[config.mk]
export PLATFORM = sky130hd
export DESIGN_NAME = rover_pwm_bank
export DESIGN_NICKNAME = d
export VERILOG_FILES = /design/src/rtl/rover_pwm_bank.sv
export SDC_FILE = /design/constraint.sdc
export NUM_CORES = 1
export LEC_CHECK = 0
export BUFFER_PORTS_ARGS = -buffer_cell sky130_fd_sc_hd__buf_4
export CAP_MARGIN = 15
export CORE_UTILIZATION = 56
export CTS_CLUSTER_SIZE = 8
export DETAILED_ROUTE_END_ITERATION = 7
export PLACE_DENSITY = 0.79
export SLEW_MARGIN = 40
export SYNTH_ARGS = -nofsm -noshare
export SYNTH_HDL_FRONTEND = slang
export SYNTH_SLANG_ARGS = --single-unit
[constraint.sdc]
create_clock -name clk -period 4.2 [get_ports clk]
set_input_delay 0.63 -clock clk [delete_from_list [all_inputs] [get_ports clk]]
set_output_delay 0.63 -clock clk [all_outputs]
set_load 0.1 [all_outputs]
[src/rtl/rover_pwm_bank.sv]
// Multi-channel PWM bank with a shared period counter, wrap-committed duty
// shadows and a command watchdog that drives every output low on timeout.
//
// state    | meaning
// ---------+------------------------------------------------------------
// ST_IDLE  | counter parked at 0, period/duty tracked live, outputs low
// ST_RUN   | counter running 0..period_q, outputs follow active duties
// ST_FAULT | watchdog expired; outputs low until a write with enable low
module rover_pwm_bank #(
    parameter int NUM_CH     = 6,
    parameter int CNT_W      = 16,
    parameter int WD_W       = 24,
    parameter int WD_TIMEOUT = 5_000_000,
    localparam int CH_W      = ($clog2(NUM_CH) > 0) ? $clog2(NUM_CH) : 1
) (
    input  logic              clk,
    input  logic              rst_n,
    input  logic              enable_i,
    input  logic [CNT_W-1:0]  period_i,
    input  logic              wr_en_i,
    input  logic [CH_W-1:0]   wr_ch_i,
    input  logic [CNT_W-1:0]  wr_duty_i,
    output logic [NUM_CH-1:0] pwm_o,
    output logic              sync_o,
    output logic              wd_fault_o
);

    typedef enum logic [1:0] {
        ST_IDLE  = 2'd0,
        ST_RUN   = 2'd1,
        ST_FAULT = 2'd2
    } state_t;

    // One extra bit so NUM_CH itself (e.g. 16 with a 4-bit index) is representable.
    localparam logic [CH_W:0]   NUM_CH_V = (CH_W + 1)'(NUM_CH);
    localparam logic [WD_W-1:0] WD_LAST  = WD_W'(WD_TIMEOUT - 1);

    state_t           state;
    state_t           state_nxt;
    logic [CNT_W-1:0] cnt;
    logic [CNT_W-1:0] period_q;
    logic [WD_W-1:0]  wd_cnt;
    logic [CNT_W-1:0] shadow [NUM_CH];
    logic [CNT_W-1:0] active [NUM_CH];
    logic             valid_wr;
    logic             timeout;
    logic             wrap;

    assign valid_wr   = wr_en_i && ({1'b0, wr_ch_i} < NUM_CH_V);
    // A valid write in the expiry cycle rescues the watchdog.
    assign timeout    = (state != ST_FAULT) && !valid_wr && (wd_cnt >= WD_LAST);
    assign wrap       = (state == ST_RUN) && (cnt == period_q);
    assign wd_fault_o = (state == ST_FAULT);

    // State register.
    always_ff @(posedge clk) begin
        if (!rst_n) begin
            state <= ST_IDLE;
        end else begin
            state <= state_nxt;
        end
    end

    // Next-state decode; watchdog expiry outranks the enable input.
    always_comb begin
        state_nxt = state;
        case (state)
            ST_IDLE: begin
                if (timeout)       state_nxt = ST_FAULT;
                else if (enable_i) state_nxt = ST_RUN;
            end
            ST_RUN: begin
                if (timeout)        state_nxt = ST_FAULT;
                else if (!enable_i) state_nxt = ST_IDLE;
            end
            ST_FAULT: begin
                if (valid_wr && !enable_i) state_nxt = ST_IDLE;
            end
            default: state_nxt = ST_IDLE;
        endcase
    end

    // Watchdog: counts cycles since the last valid write, parked at 0 in fault.
    always_ff @(posedge clk) begin
        if (!rst_n) begin
            wd_cnt <= '0;
        end else if ((state == ST_FAULT) || valid_wr || timeout) begin
            wd_cnt <= '0;
        end else if (wd_cnt != {WD_W{1'b1}}) begin
            wd_cnt <= wd_cnt + 1'b1;
        end
    end

    // Shared period counter; period_i is only sampled while idle or at wrap.
    always_ff @(posedge clk) begin
        if (!rst_n) begin
            cnt      <= '0;
            period_q <= '0;
            sync_o   <= 1'b0;
        end else if (timeout || (state != ST_RUN)) begin
            cnt    <= '0;
            sync_o <= 1'b0;
            if (!timeout && (state == ST_IDLE)) begin
                period_q <= period_i;
            end
        end else if (wrap) begin
            cnt      <= '0;
            period_q <= period_i;
            sync_o   <= 1'b1;
        end else begin
            cnt    <= cnt + 1'b1;
            sync_o <= 1'b0;
        end
    end

    // Per-channel duty path: host writes land in shadow, active only changes
    // while idle or at wrap so a period never sees a mid-cycle duty change.
    always_ff @(posedge clk) begin
        if (!rst_n) begin
            pwm_o <= '0;
            for (int i = 0; i < NUM_CH; i++) begin
                shadow[i] <= '0;
                active[i] <= '0;
            end
        end else if (timeout) begin
            pwm_o <= '0;
            for (int i = 0; i < NUM_CH; i++) begin
                shadow[i] <= '0;
                active[i] <= '0;
            end
        end else begin
            for (int i = 0; i < NUM_CH; i++) begin
                if ((state == ST_IDLE) || wrap) begin
                    active[i] <= shadow[i];
                end
                pwm_o[i] <= (state == ST_RUN) && (cnt < active[i]);
                if (valid_wr && (wr_ch_i == CH_W'(i))) begin
                    shadow[i] <= wr_duty_i;
                end
            end
        end
    end

endmodule
Yosys cells after proc, flatten, opt, wreduce, memory -nomap -nowiden. Memories as Yosys holds them, arrays and structs flattened. Index checks and enable logic that the tools add are counted.

Equality and inequality tests: 15. Multiplexer cells: 66. Reduce and logical (&&, ||, !) cells: 34. Bitwise logic cells: 25. Add/subtract/negate cells: 2. Order comparisons: 8.

Operators with widths (number): $mux W16 (27); $lt A16 B16 Y1 (6); $mux W1 (33); $add A24 B1 Y24 const B (1); $ge A24 B23 Y1 const B (1); $ne A24 B24 Y1 const B (1); $or A1 B1 Y1 (24); $logic_and A1 B1 Y1 (18); $add A16 B1 Y16 const B (1); $eq A16 B16 Y1 (1); $mux W2 (5); $eq A3 B2 Y1 const B (2); $eq A3 B3 Y1 const B (2); $ne A2 B1 Y1 const B (3); $ne A3 B3 Y1 const B (2); $pmux W2 S3 (1); $reduce_or A2 Y1 (3); $logic_or A1 B1 Y1 (4); $eq A3 B1 Y1 const B (1); $logic_not A1 Y1 (3); $logic_not A3 Y1 (1); $lt A3 B3 Y1 const B (1); $reduce_and A3 Y1 (1); $reduce_or A3 Y1 (1); other kinds (7) (7).

Output and inout bits: 8. Memories kept: 2. Word-level logic and storage cells: 158. Bits in registers: 65. RAM bits: 192.

Memories: active (words 6, width 16, rd ports 6, clocked after Yosys merged registers in 0, write ports 6, RTL line 44) `logic [CNT_W-1:0] active [NUM_CH];`; shadow (words 6, width 16, rd ports 6, clocked after Yosys merged registers in 0, write ports 6, RTL line 43) `logic [CNT_W-1:0] shadow [NUM_CH];`.

Depth between registers and ports, before layout.
Word-level depth: 10. Depth in mapped cells: 9.

Worst setup path after synthesis. OpenSTA, ideal clock, no wires.

Path type: reg2reg. From: register wd_cnt[15]. To: memory active[0][0], enable pin. Library setup time: 0.792 ns. Clock period less this slack: 4.007 ns. Stages on the path, launching flop included: 7. Buffers on the path: 0. Path slack: 0.193 ns. Arrival: 3.216 ns. Required time: 3.408 ns. Path through: dfxtp_1 or4_4 a211oi_2 o21bai_1 or2_4 a21oi_1 nand2_1.

RTL lines: start, declared (RTL line 42) `logic [WD_W-1:0] wd_cnt;`; start signal, assigned (RTL line 90) `wd_cnt <= wd_cnt + 1'b1;`; end, declared (RTL line 44).

==> impl_metrics.tcl <==
set metrics [dict create \
    wl_mm 25.38 \
    clockBufferDepth 3 \
    worstReg2RegEnd "active[1][3]" \
    p_per_area_nw_per_um2 444.7 \
    instances_no_fill 1435 \
    path_max_fanout 96 \
    grt_max_degree 97 \
    cap_viol_max_count 0 \
    final_nets 1265 \
    finalSetupViolCount 0 \
    min_period_ns 3.084 \
    hpwl_mm 16.36 \
    cp-start-kind "flip-flop" \
    pre_cts_ws_ns 1.080 \
    reg2reg_slack_ns 1.12 \
    cts_sinks 257 \
    antenna_cells 0 \
    synth-edff-count 192 \
    synth_seq_cells 257 \
    route.detailed.drc 0 \
    initial_utilization_pct 57.86 \
    cp-startpoint "cnt[4]" \
    regArea_um2 7067 \
    grt_pass1_vias 7673 \
    post_cts_buffers 0 \
    insertion_delay_ns 0.51 \
    hold_path_end "period_q[14]" \
    cts_tree "built" \
    fin_ws_ns 1.116 \
    fillers 1594 \
    path_clk_slew_ns 0.05 \
    route.vias.total 7728 \
    reg2reg_from "cnt[4]" \
    drt_iter0_markers 478 \
    min_path_cells 3 \
    gp_congestion 0.8378 \
    post_cts_resized 0 \
    max_freq_mhz 324.3 \
    run_status "completed" \
    worst-endpoint-arrival_ns 3.44 \
    min_from "period_i[14]" \
    final_max_slew_viol_count 0 \
    worst_pin_slew_ns 0.7967 \
    avgSynthCellArea_um2 11.68 \
    cellLeakagePower_nw 5.939 \
    wl_per_cell_um 17.69 \
    io_pins 47 \
    hp-class "in2reg" \
    ys_seq_area_share_pct 57.19 \
    overflow 0 \
    ir_drop_mv 0.4000 \
    postCtsHoldBufs 0 \
    fin_setup_tns_ns 0 \
    grt_usage_pct 23.70 \
    postRouteAntennaNets 0 \
    dp.cells 1369 \
    layout-drive-gt1-share_pct 10.17 \
    num_rows 53 \
    syn_area_um2 12360 \
    routed_via_density 5.385 \
    h-tree-depth 2 \
    dr.pass1.iters 5 \
    cp.required_ns 4.56 \
    core_area_um2 21350 \
    die_w_um 150.5 \
    synth_ff_type "edfxtp_1" \
    ys_warn_count 0 \
    hold_viol 0 \
    ff2ff_path_depth 7 \
    grt_first_pass_wirelength_mm 40.43 \
    antenna_found_initial 0 \
    rsz0062_at_grt "no" \
    die_area_um2 22660 \
    syn-num-nets 1189 \
    ys_types 49 \
    cts_made_buffers 38 \
    crit_type "reg2reg" \
    synth-async-reset-ratio_pct 0 \
    area_growth_pct 14.67 \
    cts-root-buf "clkbuf_16" \
    post-route-period-util_pct 73.43 \
    portBuffers 46 \
    netlist_instances 1058 \
    skew_ns 0.01919 \
    slew_headroom_pct 46.89 \
    cp-end-kind "flip-flop" \
    multiInputGateArea_um2 4761 \
    die_height_um 150.5 \
]
cell families (layout without fill, tap and decap cells):
family,count (synthesis),count (layout),synth area share (%)
fa+ha+maj,92,92,9.316
flops,257,257,57.19
buf+inv,128,230,4.415
other cells,1,1,0.03035
simple gates,420,420,19.06
compound gates,94,94,5.134
mux,17,17,1.377
xor+xnor,49,49,3.473
cell usage in the layout (no fill, tap or decap), drive strengths merged, types with 3 or more instances in the layout:
cell    instances
a211o           5
a211oi          7
a21o           24
a21oi          21
and2          193
and3           14
and4            3
buf            65
clkbuf         65
dfxtp          65
edfxtp        192
ha             92
inv            99
mux2i          17
nand2          51
nand2b         10
nand3          17
nand4          29
nor2           57
nor3           13
nor3b           3
nor4           18
o211ai          4
o21a            5
o21ai          23
xnor2          28
xor2           21
synth_stat cells (all sizes together), types with 2 or more instances:
library cell / number / area [µm²]
a211o: 5 / 43.79
a211oi: 7 / 70.07
a21o: 24 / 180.2
a21oi: 21 / 116.4
and2: 193 / 1207
and3: 14 / 87.58
and4: 3 / 26.28
buf: 10 / 96.35
clkbuf: 19 / 77.57
dfxtp: 65 / 1301
edfxtp: 192 / 5766
ha: 92 / 1151
inv: 99 / 371.6
mux2i: 17 / 170.2
nand2: 51 / 191.4
nand2b: 10 / 62.56
nand3: 17 / 85.08
nand4: 29 / 181.4
nor2: 57 / 214.0
nor2b: 2 / 12.51
nor3: 13 / 65.06
nor3b: 3 / 22.52
nor4: 18 / 112.6
o211ai: 4 / 30.03
o21a: 5 / 37.54
o21ai: 23 / 115.1
or3: 2 / 12.51
or4: 2 / 18.77
xnor2: 28 / 245.2
xor2: 21 / 183.9
metrics by stage:
step / area (µm²) / hold slack, ns / power, W / utilization (%)
after floorplan: 12360 / 0.4465 / 0.003347 / -
after global placement: 13030 / 0.4565 / 0.003487 / 61.04
after detailed placement: 13040 / 0.4596 / 0.003511 / 61.06
after CTS: 14160 / 0.3723 / 0.006349 / 66.33
after global routing: 14170 / 0.3824 / 0.006518 / 66.35
final: 14170 / 0.3801 / 0.006301 / 66.35
worst max-delay path, stage by stage, from the launching register on:
cell,delay (ns)
dfxtp_1,0.66
xnor2_1,0.19
nand4_1,0.11
nor4_1,0.45
a22oi_1,0.33
a211oi_4,0.28
buf_4,0.62
and2_1,0.25
where the power goes:
| part | internal [W] | switching (W) | leakage (nW) |
|---|---|---|---|
| Combinational | 0.000189 | 0.000301 | 2.73 |
| Sequential | 0.00292 | 0.0000540 | 2.68 |
| Clock | 0.00179 | 0.00105 | 0.538 |
| Total | 0.00490 | 0.00140 | 5.94 |
per-layer routing:
metal	GRT usage [%]	vias up	share of wire, %
met2	39.31	186	47
met3	3.273	49	4.8
met5	0	-	0
met4	7.222	0	2.1
met1	32.30	3661	46
li1	-	3832	-
final cells by class:
cell class | instances | area share [%]
clock buffers | 65 | 7.877
clock inverters | 1 | 0.06182
inverters | 99 | 2.623
multi-input cells | 673 | 33.60
flip-flops and latches | 257 | 49.88
well taps | 275 | 2.428
repair buffers | 65 | 3.532
worst max-delay path by stage:
stage | to | slack [ns]
2_1_floorplan | active[0][0] | 0.19
3_3_place_gp | shadow[0][10] | 1.22
3_5_place_dp | active[1][3] | 1.08
4_1_cts | active[1][3] | 1.07
5_1_grt | shadow[0][14] | 0.88
6_report | active[1][3] | 1.12
state kept, by name (all words and copies together) (netlist names):
register	cells
wd_cnt	24
state	2
active	96
period_q	16
pwm_o	6
cnt	16
shadow	96
sync_o	1
Note: power is estimated with default switching activity, not from simulation.
